$ cat src/rtl/mc51_mem_arb_pkg.sv
// Shared constants and types for the mc51 external-memory arbiter.
package mc51_mem_arb_pkg;

    localparam int ARB_AW       = 16;
    localparam int ARB_DW       = 8;
    localparam int ARB_TMO_CYC  = 15;
    localparam int ARB_TMO_W    = 4;
    localparam int ARB_DBG_MAXW = 4;

    // Read data returned to the owner when the slave never answers.
    localparam logic [7:0] RDATA_TMO = 8'hFF;

    typedef enum logic [1:0] {
        ARB_IDLE = 2'd0,
        ARB_CU   = 2'd1,
        ARB_DBG  = 2'd2,
        ARB_DONE = 2'd3
    } arb_state_t;

endpackage

$ cat src/rtl/mc51_mem_arb_if.sv
// External memory bus between the arbiter (master) and the memory slave.
// Handshake: an access is in flight while any of rd_n/we_n/psen_n is low.
// addr/wdata are stable for the whole access. The slave completes the access
// by driving rdy=1 (with rdata for reads) in a cycle where a strobe is low;
// the master samples rdy on the rising clk edge and releases all strobes from
// the next cycle. rdy seen while no strobe is low has no effect.
interface mc51_mem_arb_if #(
    parameter int AW = 16,
    parameter int DW = 8
) ();
    logic [AW-1:0] addr;
    logic [DW-1:0] wdata;
    logic          rd_n;
    logic          we_n;
    logic          psen_n;
    logic [DW-1:0] rdata;
    logic          rdy;

    modport master (
        output addr, wdata, rd_n, we_n, psen_n,
        input  rdata, rdy
    );

    modport slave (
        input  addr, wdata, rd_n, we_n, psen_n,
        output rdata, rdy
    );
endinterface

$ cat src/rtl/mc51_wait_timer.sv
// Slave-wait timer: counts enabled cycles since the last clear and flags the
// TMO_CYC-th one so the access can be terminated.
module mc51_wait_timer #(
    parameter int TMO_W   = 4,
    parameter int TMO_CYC = 15
) (
    input  logic clk,
    input  logic reset_n,
    input  logic clear,
    input  logic enable,
    output logic expire
);
    logic [TMO_W-1:0] cnt;

    // The access has waited TMO_CYC cycles once the count reaches TMO_CYC-1.
    assign expire = enable & (cnt == TMO_W'(TMO_CYC - 1));

    // Count waiting cycles; clear wins, and the count holds once expired.
    always_ff @(posedge clk or negedge reset_n) begin
        if (!reset_n)
            cnt <= '0;
        else if (clear)
            cnt <= '0;
        else if (enable && !expire)
            cnt <= cnt + 1'b1;
    end
endmodule

$ cat src/rtl/mc51_mem_arb.sv
// Arbitrates the single external memory bus between the mc51 control unit
// and the debug/DMA requester, sequences the strobes, enforces a slave-wait
// timeout and returns one-cycle completion pulses with read data.
module mc51_mem_arb
    import mc51_mem_arb_pkg::*;
#(
    parameter int AW       = ARB_AW,
    parameter int DW       = ARB_DW,
    parameter int TMO_CYC  = ARB_TMO_CYC,
    parameter int TMO_W    = ARB_TMO_W,
    parameter int DBG_MAXW = ARB_DBG_MAXW
) (
    input  logic          clk,
    input  logic          reset_n,
    input  logic          i_cu_rd_n,
    input  logic          i_cu_we_n,
    input  logic          i_cu_psen_n,
    input  logic [AW-1:0] i_cu_addr,
    input  logic [DW-1:0] i_cu_wdata,
    output logic [DW-1:0] o_cu_rdata,
    output logic          o_cu_data_rdy,
    input  logic          i_dbg_req,
    input  logic          i_dbg_we,
    input  logic          i_dbg_prg,
    input  logic [AW-1:0] i_dbg_addr,
    input  logic [DW-1:0] i_dbg_wdata,
    output logic [DW-1:0] o_dbg_rdata,
    output logic          o_dbg_ack,
    mc51_mem_arb_if.master mem,
    output logic          o_tmo_err,
    output arb_state_t    o_state
);
    localparam int SW = $clog2(DBG_MAXW + 1);

    arb_state_t    state;
    logic [SW-1:0] starve;
    logic          cu_req, dbg_req, dbg_force;
    logic          cu_grant, dbg_grant;
    logic          in_acc, tmo_expire;

    assign cu_req    = ~i_cu_rd_n | ~i_cu_we_n;
    assign dbg_req   = i_dbg_req;
    assign dbg_force = dbg_req & (starve == SW'(DBG_MAXW));
    assign cu_grant  = (state == ARB_IDLE) & cu_req & ~dbg_force;
    assign dbg_grant = (state == ARB_IDLE) & ~cu_grant & dbg_req;
    assign in_acc    = (state == ARB_CU) | (state == ARB_DBG);
    assign o_state   = state;

    // Timer runs only while an access waits; cleared in IDLE so every grant starts at 0.
    mc51_wait_timer #(
        .TMO_W   (TMO_W),
        .TMO_CYC (TMO_CYC)
    ) u_wait_timer (
        .clk     (clk),
        .reset_n (reset_n),
        .clear   (~in_acc),
        .enable  (in_acc),
        .expire  (tmo_expire)
    );

    // Count CU grants taken while debug waits; saturates at the forcing threshold.
    always_ff @(posedge clk or negedge reset_n) begin
        if (!reset_n)
            starve <= '0;
        else if (!dbg_req || dbg_grant)
            starve <= '0;
        else if (cu_grant && starve != SW'(DBG_MAXW))
            starve <= starve + 1'b1;
    end

    // Arbitration FSM with registered strobes, bus fields and completion pulses.
    always_ff @(posedge clk or negedge reset_n) begin
        if (!reset_n) begin
            state         <= ARB_IDLE;
            mem.addr      <= '0;
            mem.wdata     <= '0;
            mem.rd_n      <= 1'b1;
            mem.we_n      <= 1'b1;
            mem.psen_n    <= 1'b1;
            o_cu_rdata    <= '0;
            o_dbg_rdata   <= '0;
            o_cu_data_rdy <= 1'b0;
            o_dbg_ack     <= 1'b0;
            o_tmo_err     <= 1'b0;
        end else begin
            o_cu_data_rdy <= 1'b0;
            o_dbg_ack     <= 1'b0;
            o_tmo_err     <= 1'b0;
            case (state)
                ARB_IDLE: begin
                    if (cu_grant) begin
                        state     <= ARB_CU;
                        mem.addr  <= i_cu_addr;
                        mem.wdata <= i_cu_wdata;
                        // Write wins when the CU drives both strobes.
                        if (!i_cu_we_n) begin
                            mem.we_n <= 1'b0;
                        end else begin
                            mem.rd_n   <= 1'b0;
                            mem.psen_n <= i_cu_psen_n;
                        end
                    end else if (dbg_grant) begin
                        mem.addr  <= i_dbg_addr;
                        mem.wdata <= i_dbg_wdata;
                        if (i_dbg_we && i_dbg_prg) begin
                            // Program space is read-only: refuse without touching the bus.
                            state     <= ARB_DONE;
                            o_dbg_ack <= 1'b1;
                            o_tmo_err <= 1'b1;
                        end else begin
                            state <= ARB_DBG;
                            if (i_dbg_we) begin
                                mem.we_n <= 1'b0;
                            end else begin
                                mem.rd_n   <= 1'b0;
                                mem.psen_n <= ~i_dbg_prg;
                            end
                        end
                    end
                end
                ARB_CU, ARB_DBG: begin
                    if (mem.rdy || tmo_expire) begin
                        state      <= ARB_DONE;
                        mem.rd_n   <= 1'b1;
                        mem.we_n   <= 1'b1;
                        mem.psen_n <= 1'b1;
                        o_tmo_err  <= ~mem.rdy;
                        if (state == ARB_CU) begin
                            o_cu_data_rdy <= 1'b1;
                            o_cu_rdata    <= mem.rdy ? mem.rdata : DW'(RDATA_TMO);
                        end else begin
                            o_dbg_ack   <= 1'b1;
                            o_dbg_rdata <= mem.rdy ? mem.rdata : DW'(RDATA_TMO);
                        end
                    end
                end
                ARB_DONE: state <= ARB_IDLE;
                default:  state <= ARB_IDLE;
            endcase
        end
    end
endmodule

$ cat src/flat_wrapper.sv
// flat-port wrapper written by rule: the top's interface ports become plain ports
module mc51_mem_arb_flat import mc51_mem_arb_pkg::*;
#(
    parameter int AW       = ARB_AW,
    parameter int DW       = ARB_DW,
    parameter int TMO_CYC  = ARB_TMO_CYC,
    parameter int TMO_W    = ARB_TMO_W,
    parameter int DBG_MAXW = ARB_DBG_MAXW
)
  (clk, reset_n, i_cu_rd_n, i_cu_we_n, i_cu_psen_n, i_cu_addr, i_cu_wdata, o_cu_rdata, o_cu_data_rdy, i_dbg_req, i_dbg_we, i_dbg_prg, i_dbg_addr, i_dbg_wdata, o_dbg_rdata, o_dbg_ack, o_tmo_err, o_state, mem_addr, mem_wdata, mem_rd_n, mem_we_n, mem_psen_n, mem_rdata, mem_rdy);
  mc51_mem_arb_if #(.AW(AW), .DW(DW)) mem_i ();
  input  logic clk;
  input  logic reset_n;
  input  logic i_cu_rd_n;
  input  logic i_cu_we_n;
  input  logic i_cu_psen_n;
  input  logic [AW-1:0] i_cu_addr;
  input  logic [DW-1:0] i_cu_wdata;
  output logic [DW-1:0] o_cu_rdata;
  output logic o_cu_data_rdy;
  input  logic i_dbg_req;
  input  logic i_dbg_we;
  input  logic i_dbg_prg;
  input  logic [AW-1:0] i_dbg_addr;
  input  logic [DW-1:0] i_dbg_wdata;
  output logic [DW-1:0] o_dbg_rdata;
  output logic o_dbg_ack;
  output logic o_tmo_err;
  output arb_state_t o_state;
  output wire logic [$bits(mem_i.addr)-1:0] mem_addr;
  output wire logic [$bits(mem_i.wdata)-1:0] mem_wdata;
  output wire logic [$bits(mem_i.rd_n)-1:0] mem_rd_n;
  output wire logic [$bits(mem_i.we_n)-1:0] mem_we_n;
  output wire logic [$bits(mem_i.psen_n)-1:0] mem_psen_n;
  input wire logic [$bits(mem_i.rdata)-1:0] mem_rdata;
  input wire logic [$bits(mem_i.rdy)-1:0] mem_rdy;
  assign mem_addr = mem_i.addr;
  assign mem_wdata = mem_i.wdata;
  assign mem_rd_n = mem_i.rd_n;
  assign mem_we_n = mem_i.we_n;
  assign mem_psen_n = mem_i.psen_n;
  assign mem_i.rdata = mem_rdata;
  assign mem_i.rdy = mem_rdy;
  mc51_mem_arb #(.AW(AW), .DW(DW), .TMO_CYC(TMO_CYC), .TMO_W(TMO_W), .DBG_MAXW(DBG_MAXW)) u_core (.clk(clk), .reset_n(reset_n), .i_cu_rd_n(i_cu_rd_n), .i_cu_we_n(i_cu_we_n), .i_cu_psen_n(i_cu_psen_n), .i_cu_addr(i_cu_addr), .i_cu_wdata(i_cu_wdata), .o_cu_rdata(o_cu_rdata), .o_cu_data_rdy(o_cu_data_rdy), .i_dbg_req(i_dbg_req), .i_dbg_we(i_dbg_we), .i_dbg_prg(i_dbg_prg), .i_dbg_addr(i_dbg_addr), .i_dbg_wdata(i_dbg_wdata), .o_dbg_rdata(o_dbg_rdata), .o_dbg_ack(o_dbg_ack), .mem(mem_i), .o_tmo_err(o_tmo_err), .o_state(o_state));
endmodule
$ cat config.mk
export PLATFORM = sky130hd
export DESIGN_NAME = mc51_mem_arb_flat
export DESIGN_NICKNAME = d
export VERILOG_FILES = /design/src/rtl/mc51_mem_arb_pkg.sv /design/src/rtl/mc51_mem_arb_if.sv /design/src/rtl/mc51_wait_timer.sv /design/src/rtl/mc51_mem_arb.sv /design/src/flat_wrapper.sv
export SDC_FILE = /design/constraint.sdc
export NUM_CORES = 1
export LEC_CHECK = 0
export ABC_CLOCK_PERIOD_IN_PS = 2300
export BUFFER_PORTS_ARGS = -buffer_cell sky130_fd_sc_hd__buf_2
export CAP_MARGIN = 20
export CORE_AREA = 2 2 97 99
export CTS_CLUSTER_DIAMETER = 40
export DETAILED_ROUTE_END_ITERATION = 16
export DIE_AREA = 0 0 99 101
export HOLD_SLACK_MARGIN = 0.05
export PLACE_DENSITY = 0.52
export SETUP_SLACK_MARGIN = 0.3
export SLEW_MARGIN = 5
export SYNTH_ARGS = -nofsm -noshare
export SYNTH_HDL_FRONTEND = slang
export SYNTH_SLANG_ARGS = --single-unit
$ cat constraint.sdc
create_clock -name clk -period 2.3 [get_ports clk]
set_input_delay 0.46 -clock clk [delete_from_list [all_inputs] [get_ports clk]]
set_output_delay 0.46 -clock clk [all_outputs]
set_load 0.05 [all_outputs]
==> results by group <==
STA
  – RSZ-0062 raised after global routing: no
  – WHS: 0.1230 ns
  – Worst-margin pin slew: 0.5245 ns
  – Slew Limit Fails: 0
  – Endpoints failing hold: 0
  – Highest clock rate: 0.5320 GHz
  – Setup TNS: 0 ns
  – Final setup fails: 0
  – Slew margin rel.: 65.04%
  – Final min period: 1.880 ns
  – Final Cycle Share: 81.73%
  – Setup Skew: 0.005179 ns

Logic synthesis
  – Post-Syn Area: 2621 µm²
  – Commonest cells in the netlist: dfrtp_1 (52), nand2_1 (40), o21ai_0 (34), mux2i_1 (25)
  – Top cells by area, synth: dfrtp_1 (50%), mux2i_1 (9.5%), o21ai_0 (6.5%)
  – Most common cell in the synthesized netlist: dfrtp_1
  – Sequential share of the synthesized area: 52.65%
  – Top FF cell, synth: dfrtp_1
  – Warnings from Yosys: 0
  – Yosys cell types: 37
  – Async set or reset register ratio after synthesis: 100.0%
  – Syn Inst Count: 247
  – Mapped Avg Cell Area: 10.61 µm²
  – Seq cells post-synth: 55
  – Area share of the leading cell type in the synthesized netlist: 49.64%
  – Synth Net Count: 321
  – Dominant cell type by area after synthesis: dfrtp_1
  – EDFF count, synth: 0

Clocking
  – CTS tree: done
  – Worst-path clk slew: 0.09 ns
  – CTS root buf: clkbuf_8
  – Post-CTS Setup Bufs: 0
  – H-tree levels: 2
  – CTS max path bufs: 2
  – Clk sink count: 55
  – CTS buffer count: 5
  – Worst-skew pair later-pin latency: 0.30 ns

Die
  – Die height: 101 µm
  – # IOs: 113
  – Core ar.: 8977 µm²
  – Die Area: 9999 µm²
  – Horiz. Die Dim: 99 µm
  – Initial Util: 29.20%
  – Rows: 35

Job
  – Maxcap violations: 0

Setup path
  – Critical path class: flip-flop to flip-flop
  – Crit start category: flip-flop
  – Worst-case reg-to-reg path depth: 6
  – Top delay family on crit path: compound AO/OA/AOI/OAI gates
  – Worst Path Required: 2.49 ns
  – R2r setup slk: 0.42 ns
  – Critical path endpoint: u_core.o_state[1]$_DFFE_PN0P_
  – Slowest CP cell: dfrtp_2
  – CP Capture Type: flip-flop
  – Crit Path Max Fanout: 6
  – Setup crit start: u_core.o_state[0]$_DFFE_PN0P_
  – Crit Reg-Reg Endpoint: u_core.o_state[1]$_DFFE_PN0P_
  – Crit. path cell count: 6
  – Worst path cell trace: inv_1, ha_4, a21boi_4, nand2_1, a32oi_2, mux2_2
  – CP peak stage delay: 0.44 ns
  – Worst r2r src: u_core.o_state[0]$_DFFE_PN0P_
  – Critical path data arrival time: 2.07 ns
  – Buf/Inv on CP: 1

Status
  – Run status: finished clean

Final layout
  – Final non-filler cell total: 471
  – Utilization after layout: 38.48%
  – Number of diodes: 0
  – Total Nets Final: 434
  – Area growth syn-to-layout: 31.79%
  – Layout cell share with drive strength beyond 1: 38.61%

Min path
  – Hold Path Class: input port to async pin

Pwr
  – Max IR drop VDD: 0.6821 mV
  – Pwr dens: 1615 nW/µm²
  – Static Leak: 1.802 nW

Routing
  – Final ANT Viol Nets: 0
  – Routed wire length: 6.123 mm
  – DRT iter0 DRCs: 101
  – Via-per-instance ratio: 4.469
  – DRC Markers: 0
  – Vias post-DR: 2105
  – DR pass1 iterations: 4
  – Drt wl/cell: 13.00 µm

Global route
  – Largest net degree at the start of global routing: 51
  – First-pass GRT wire length: 9.901 mm
  – GRT Total Usage: 12.25%
  – Vias in the first global route: 2074
  – Initial antenna violation count: 0
  – Total gr overflow: 0

Placed design
  – PortBufs: 112
  – Post-DP HPWL: 4.649 mm
  – # placed instances: 464
  – RePlAce Congestion: 0.8020
-- worst reg2reg max path: cells and delay by family (launching register included) --
kind,cells,cell delay [ns]
compound gates,2,0.48
flops,1,0.44
mux,1,0.36
fa+ha+maj,1,0.19
buf+inv,1,0.15
simple gates,1,0.14
-- registers in the layout (all words and copies together), names as in the netlist --
register and count:
u_core.o_dbg_rdata 8, u_core.o_cu_data_rdy 1, u_core.mem.psen_n 1, u_core.u_wait_timer.cnt 4
u_core.mem.addr 16, u_core.o_cu_rdata 8, u_core.starve 3, u_core.mem.rd_n 1
u_core.mem.we_n 1, u_core.o_dbg_ack 1, u_core.o_tmo_err 1, u_core.mem.wdata 8
u_core.o_state 2
-- cells in the final DEF (no fill, tap or decap), drive strengths merged, types with 6 or more instances in the layout --
cell type,instances
nor2b,9
o21ai,34
buf,118
a21oi,7
clkbuf,6
nand2,40
nor2,7
mux2i,25
inv,9
dfrtp,52
ha,9
o22a,8
-- cells by family after synthesis --
group / synth area share, %
flip-flops: 52.65
multiplexers: 11.69
AND/OR/NAND/NOR: 11.79
adder cells (fa/ha/maj): 4.296
XOR/XNOR: 0.3342
buffers and inverters: 3.675
AO/OA/AOI/OAI: 15.56
-- metal layers --
layer  GRT usage, %  vias to the layer above  routed length (µm)
met5              0                        -                   0
met3          2.566                        6                 362
li1               -                     1082                   -
met4          3.161                        0                  68
met1          16.59                      954                2888
met2          20.06                       63                2803
-- worst min path at each step --
| stage | startpoint | end | cells past startpoint |
|---|---|---|---|
| 2_1_floorplan | reset_n | u_core.mem.addr[0]$_DFFE_PN0P_ | 0 |
| 4_1_cts | reset_n | u_core.mem.addr[7]$_DFFE_PN0P_ | 1 |
| 5_1_grt | reset_n | u_core.mem.addr[10]$_DFFE_PN0P_ | 1 |
| 6_report | reset_n | u_core.mem.addr[7]$_DFFE_PN0P_ | 1 |
| 3_5_place_dp | u_core.o_cu_rdata[0]$_DFFE_PN0P_ | u_core.o_cu_rdata[0]$_DFFE_PN0P_ | 2 |
| 3_3_place_gp | u_core.o_cu_rdata[3]$_DFFE_PN0P_ | u_core.o_cu_rdata[3]$_DFFE_PN0P_ | 2 |
-- stage by stage --
stage	area, µm²	setup WS, ns	total power, mW
after floorplan	2624	0.3487	4.186
after global placement	3332	0.3763	4.934
after detailed placement	3332	0.2930	4.973
after CTS	3445	0.3397	5.627
after global routing	3455	0.3182	5.984
final	3455	0.4202	5.581
-- timing repair --
item,4_1_cts,5_1_grt
pin swaps,0,1
gates cloned,0,0
endpoints found under the setup margin,2,2
resized for setup,2,1
hold buffers,0,0
hold endpoints to repair,0,0
-- layout make-up --
cell class / count / area (µm²)
well taps: 111 / 138.9
repair buffers: 118 / 630.6
clock inverters: 1 / 30.03
fillers: 895 / 5523
flip-flops and latches: 55 / 1383
clock buffers: 6 / 72.57
multi-input cells: 171 / 1166
inverters: 9 / 33.78
-- power by group --
| part | switching [mW] | internal (mW) |
|---|---|---|
| clock | 0.291 | 0.319 |
| combinational | 2.32 | 0.985 |
| sequential | 0.236 | 1.43 |
Note: power is estimated with default switching activity, not from simulation.
